$ cat src/rtl/bcd_display_mux_n.sv
// Time-multiplexed driver for NUM_DIGITS common-anode 7-segment digits with per-digit
// enable, decimal point, leading-zero blanking, PWM brightness and a per-frame input snapshot.
module bcd_display_mux_n #(
    parameter int NUM_DIGITS  = 8,
    parameter int BRIGHT_BITS = 3
) (
    input  logic                    clk,
    input  logic                    reset,
    input  logic                    scan_tick,
    input  logic [4*NUM_DIGITS-1:0] digits_bcd,
    input  logic [NUM_DIGITS-1:0]   dp,
    input  logic [NUM_DIGITS-1:0]   digit_en,
    input  logic                    lz_suppress,
    input  logic [BRIGHT_BITS-1:0]  brightness,
    output logic [6:0]              seg,
    output logic                    dp_n,
    output logic [NUM_DIGITS-1:0]   AN,
    output logic                    frame_done
);

    localparam int SLOT_W = (NUM_DIGITS > 1) ? $clog2(NUM_DIGITS) : 1;
    localparam logic [SLOT_W-1:0]      LAST_SLOT  = SLOT_W'(NUM_DIGITS - 1);
    localparam logic [BRIGHT_BITS-1:0] LAST_DWELL = '1;

    logic [SLOT_W-1:0]       slot_q, slot_d;
    logic [BRIGHT_BITS-1:0]  dwell_q, dwell_d;
    logic [4*NUM_DIGITS-1:0] snap_bcd_q, snap_bcd_d;
    logic [NUM_DIGITS-1:0]   snap_dp_q, snap_dp_d;
    logic [NUM_DIGITS-1:0]   snap_en_q, snap_en_d;
    logic                    snap_lz_q, snap_lz_d;
    logic [BRIGHT_BITS-1:0]  snap_bright_q, snap_bright_d;
    logic [NUM_DIGITS-1:0]   an_q, an_d;
    logic [6:0]              seg_q, seg_d;
    logic                    dp_n_q, dp_n_d;
    logic                    frame_done_q, frame_done_d;

    logic [NUM_DIGITS-1:0]   suppress;
    logic                    zero_run;
    logic [3:0]              cur_bcd;
    logic                    cur_dp;
    logic                    cur_en;
    logic                    cur_supp;
    logic                    visible;
    logic                    wrap;

    // Active-low gfedcba; non-decimal codes blank all segments.
    function automatic logic [6:0] decode(input logic [3:0] d);
        logic [6:0] s;
        case (d)
            4'd0:    s = 7'b1000000;
            4'd1:    s = 7'b1111001;
            4'd2:    s = 7'b0100100;
            4'd3:    s = 7'b0110000;
            4'd4:    s = 7'b0011001;
            4'd5:    s = 7'b0010010;
            4'd6:    s = 7'b0000010;
            4'd7:    s = 7'b1111000;
            4'd8:    s = 7'b0000000;
            4'd9:    s = 7'b0010000;
            default: s = 7'b1111111;
        endcase
        return s;
    endfunction

    always_comb begin
        suppress = '0;
        zero_run = 1'b1;
        // Walk from the most significant digit; disabled digits count as zero.
        for (int i = NUM_DIGITS - 1; i >= 0; i--) begin
            zero_run    = zero_run & (~snap_en_q[i] | (snap_bcd_q[4*i +: 4] == 4'd0));
            suppress[i] = snap_lz_q & zero_run & (i != 0);
        end

        cur_bcd  = 4'd0;
        cur_dp   = 1'b0;
        cur_en   = 1'b0;
        cur_supp = 1'b0;
        for (int i = 0; i < NUM_DIGITS; i++) begin
            if (slot_q == SLOT_W'(i)) begin
                cur_bcd  = snap_bcd_q[4*i +: 4];
                cur_dp   = snap_dp_q[i];
                cur_en   = snap_en_q[i];
                cur_supp = suppress[i];
            end
        end

        visible = cur_en & ~cur_supp & (dwell_q <= snap_bright_q);
        wrap    = (slot_q == LAST_SLOT) && (dwell_q == LAST_DWELL);
    end

    always_comb begin
        slot_d        = slot_q;
        dwell_d       = dwell_q;
        snap_bcd_d    = snap_bcd_q;
        snap_dp_d     = snap_dp_q;
        snap_en_d     = snap_en_q;
        snap_lz_d     = snap_lz_q;
        snap_bright_d = snap_bright_q;
        an_d          = an_q;
        seg_d         = seg_q;
        dp_n_d        = dp_n_q;
        frame_done_d  = 1'b0;

        if (scan_tick) begin
            dwell_d = dwell_q + 1'b1;
            if (dwell_q == LAST_DWELL) begin
                slot_d = (slot_q == LAST_SLOT) ? '0 : slot_q + 1'b1;
            end

            // Outputs reflect the slot/dwell before this tick advances them.
            if (visible) begin
                an_d   = ~(NUM_DIGITS'(1) << slot_q);
                seg_d  = decode(cur_bcd);
                dp_n_d = ~cur_dp;
            end else begin
                an_d   = '1;
                seg_d  = 7'h7F;
                dp_n_d = 1'b1;
            end

            if (wrap) begin
                snap_bcd_d    = digits_bcd;
                snap_dp_d     = dp;
                snap_en_d     = digit_en;
                snap_lz_d     = lz_suppress;
                snap_bright_d = brightness;
                frame_done_d  = 1'b1;
            end
        end
    end

    always_ff @(posedge clk) begin
        if (reset) begin
            slot_q        <= '0;
            dwell_q       <= '0;
            snap_bcd_q    <= '0;
            snap_dp_q     <= '0;
            snap_en_q     <= '0;
            snap_lz_q     <= 1'b0;
            snap_bright_q <= '0;
            an_q          <= '1;
            seg_q         <= 7'h7F;
            dp_n_q        <= 1'b1;
            frame_done_q  <= 1'b0;
        end else begin
            slot_q        <= slot_d;
            dwell_q       <= dwell_d;
            snap_bcd_q    <= snap_bcd_d;
            snap_dp_q     <= snap_dp_d;
            snap_en_q     <= snap_en_d;
            snap_lz_q     <= snap_lz_d;
            snap_bright_q <= snap_bright_d;
            an_q          <= an_d;
            seg_q         <= seg_d;
            dp_n_q        <= dp_n_d;
            frame_done_q  <= frame_done_d;
        end
    end

    assign AN         = an_q;
    assign seg        = seg_q;
    assign dp_n       = dp_n_q;
    assign frame_done = frame_done_q;

endmodule

$ cat config.mk
export PLATFORM = sky130hd
export DESIGN_NAME = bcd_display_mux_n
export DESIGN_NICKNAME = d
export VERILOG_FILES = /design/src/rtl/bcd_display_mux_n.sv
export SDC_FILE = /design/constraint.sdc
export NUM_CORES = 1
export LEC_CHECK = 0
export ABC_CLOCK_PERIOD_IN_PS = 7580
export BUFFER_PORTS_ARGS = -buffer_cell sky130_fd_sc_hd__buf_2
export CAP_MARGIN = 40
export CORE_ASPECT_RATIO = 2
export CORE_MARGIN = 1
export CORE_UTILIZATION = 45
export DETAILED_ROUTE_END_ITERATION = 10
export GPL_TIMING_DRIVEN = 0
export PLACE_DENSITY = 0.77
export SYNTH_ARGS = -nofsm -noshare
export SYNTH_HDL_FRONTEND = slang
export SYNTH_SLANG_ARGS = --single-unit
$ cat constraint.sdc
create_clock -name clk -period 7.58 [get_ports clk]
set_input_delay 0.379 -clock clk [delete_from_list [all_inputs] [get_ports clk]]
set_output_delay 0.379 -clock clk [all_outputs]
set_load 0.01 [all_outputs]
==> flow_metrics.env <==
export IMPL_post_cts_buffers=0
export IMPL_ys_seq_area_share_pct=43.8
export IMPL_grt_antenna_before_repair=0
export IMPL_synth_top_area_share_pct=43.8
export IMPL_setup_total_negative_slack_ns=0
export IMPL_regArea_um2=1500
export IMPL_cp_end_kind="flop"
export IMPL_nets=515
export IMPL_critPathKind="flop to flop"
export IMPL_grt_pass1_vias=3026
export IMPL_p_switching_mw=0.179
export IMPL_core_area_um2=7320
export IMPL_gp_congestion=0.926
export IMPL_grtUsageTotal_pct=24.6
export IMPL_worstPathMaxFanout=10
export IMPL_routed_wl_mm=9.24
export IMPL_status="finished clean"
export IMPL_finalHoldViolations=0
export IMPL_stdcell_count=540
export IMPL_cts_resized=0
export IMPL_maxCapViolations=0
export IMPL_portBuffers=69
export IMPL_drc=0
export IMPL_gr_total_overflow=0
export IMPL_dp_hpwl_mm=7.04
export IMPL_avgSynthCellArea_um2=9.50
export IMPL_htreeDepth=3
export IMPL_slew_viol_final=0
export IMPL_num_vias=3114
export IMPL_fp_dieW_um=63.7
export IMPL_finalCritPeriodShare_pct=36.3
export IMPL_arrival_ns=2.98
export IMPL_synth_nets=433
export IMPL_die_height_um=125
export IMPL_synth_area_leaders="dfxtp_1 (44%), a22o_1 (14%), ha_1 (6.2%)"
export IMPL_timing_fmax_mhz=363
export IMPL_clkLatencyLatePin_ns=0.34
export IMPL_die_area_um2=8000
export IMPL_powerDensity_nw_per_um2=202
export IMPL_fillerInstances=680
export IMPL_fin_skew_ns=0.00656
export IMPL_p_leak_nw=1.73
export IMPL_cp_start_kind="flop"
export IMPL_initial_core_util_pct=46.9
export IMPL_clk_pin_slew_worst_paths_ns=0.06
export IMPL_syn_area_um2=3430
export IMPL_yosys_warnings=0
export IMPL_swShare_pct=21.0
export IMPL_rows=44
export IMPL_setup_viol=0
export IMPL_p_comb_share_pct=3.9
export IMPL_synth_ff_type="dfxtp_1"
export IMPL_synth_async_reset_ratio_pct=0
export IMPL_postCtsHoldBufs=0
export IMPL_tightest_slew_ns=0.691
export IMPL_grt_max_degree=13
export IMPL_power_frac_clock_pct=49.5
export IMPL_r2r_slack_ns=4.83
export IMPL_synth_top_area_cell="dfxtp_1"
export IMPL_dpl_cell_count=524
export IMPL_numCtsBuffers=9
export IMPL_clockBufferDepth=2
export IMPL_cts_sinks=75
export IMPL_grt_first_pass_wirelength_mm=14.7
export IMPL_p_int_mw=0.672
export IMPL_layout_common_cells="buf_2 (76), dfxtp_1 (75), a22o_1 (53)"
export IMPL_hold_class="primary input to flop"
export IMPL_via_per_inst=5.77
export IMPL_firstDrtPassIters=5
export IMPL_final_common_cell="buf_2"
export IMPL_final_util_pct=57.4
export IMPL_area_growth_pct=22.5
export IMPL_postSynthCellCount=361
export IMPL_ant_nets=0
export IMPL_wl_per_cell_um=17.1
export IMPL_synth_seq_cells=75
export IMPL_drive_above_1_share_pct=23.0
export IMPL_rsz0062_at_grt="false"
export IMPL_irDropWorstVdd_mv=0.120
export IMPL_ios=72
export IMPL_finalCriticalPeriod_ns=2.75
export IMPL_ys_types=45
export IMPL_synth_edf_count=0
export IMPL_worstPathRequired_ns=7.81
export IMPL_relSlewSlack_pct=53.8
export IMPL_multi_input_area_um2=1710
export IMPL_cts_root_buffer_cell="clkbuf_16"
export IMPL_diodes=0
export IMPL_p_seq_share_pct=46.6
export IMPL_dpl_cell_area_um2=3910
export IMPL_stdcell_area_um2=4200
export IMPL_power_mw=0.851
export IMPL_tritoncts="done"
export IMPL_drtIter0Drc=201
## stage by stage
stage / setup slack (ns) / hold slack [ns]
floorplan: 5.18 / 0.440
CTS: 4.83 / 0.236
global route: 4.60 / 0.245
finish: 4.83 / 0.246
global placement: 4.71 / 0.464
detailed placement: 4.86 / 0.463
## cell usage after synthesis (3+ instances only)
cell type and count:
nor3_1 6, a31oi_1 16, a21oi_1 23, o32a_1 3
buf_4 3, dfxtp_1 75, o41ai_1 6, and2_1 3
a22o_1 53, or2_1 10, nand3b_1 4, o21ai_0 5
mux2i_1 7, nand2_1 17, a21o_1 4, a221oi_1 3
inv_1 20, nor2b_1 5, o22ai_1 4, clkbuf_1 17
nor2_1 20, nand2b_1 4, ha_1 17, buf_2 7
## final cells by class
type | count | area share [%]
clock inverters | 5 | 1.25
clock buffers | 11 | 5.78
plain buffers | 29 | 3.25
inverters | 21 | 1.88
repair buffers | 71 | 8.58
well taps | 92 | 2.74
multi-input cells | 236 | 40.8
flip-flops and latches | 75 | 35.7
## power groups by stage
| stage | combinational, mW | clock [mW] | sequential, mW |
|---|---|---|---|
| 2_1_floorplan | 0.0134 | 0 | 0.405 |
| 3_3_place_gp | 0.0316 | 0 | 0.405 |
| 3_5_place_dp | 0.0328 | 0 | 0.405 |
| 4_1_cts | 0.0330 | 0.428 | 0.396 |
| 5_1_grt | 0.0361 | 0.442 | 0.396 |
| 6_report | 0.0329 | 0.421 | 0.396 |
## worst paths after layout
kind,start,to,depth (start not counted)
setup reg to reg,slot_q[0],seg[4],13
hold / removal,digits_bcd[13],snap_bcd_q[13],2
hold reg to reg,snap_bright_q[1],snap_bright_q[1],1
setup / recovery,slot_q[0],seg[4],13
## registers in the layout, summed over array words and instances (netlist names)
signal	flops
snap_bcd_q	32
AN	8
snap_dp_q	8
snap_en_q	8
seg	7
dwell_q	3
slot_q	3
snap_bright_q	3
dp_n	1
frame_done	1
snap_lz_q	1
## cell families after synthesis
group,synth area share (%)
XOR/XNOR,0.511
AND/OR/NAND/NOR,10.9
buffers and inverters,6.27
AO/OA/AOI/OAI,29.6
multiplexers,2.70
flip-flops,43.8
adder cells (fa/ha/maj),6.20
## critical path: stages (launching register included)
cell      delay (ns)
dfxtp_1         0.35
inv_1           0.10
ha_1            0.20
buf_4           0.18
buf_2           0.27
a21oi_1         0.07
a221oi_1        0.26
o22ai_1         0.14
a21o_1          0.26
inv_1           0.12
ha_1            0.15
mux2i_1         0.06
mux2_2          0.31
o32a_1          0.17
## routing by layer
layer	wire length (um)	global-route usage, %	share of wire [%]
met2	4950	42.9	54
met1	3320	24.0	36
met3	279	4.29	3.0
met4	682	21.7	7.4
met5	0	0	0
Note: power is estimated with default switching activity, not from simulation.
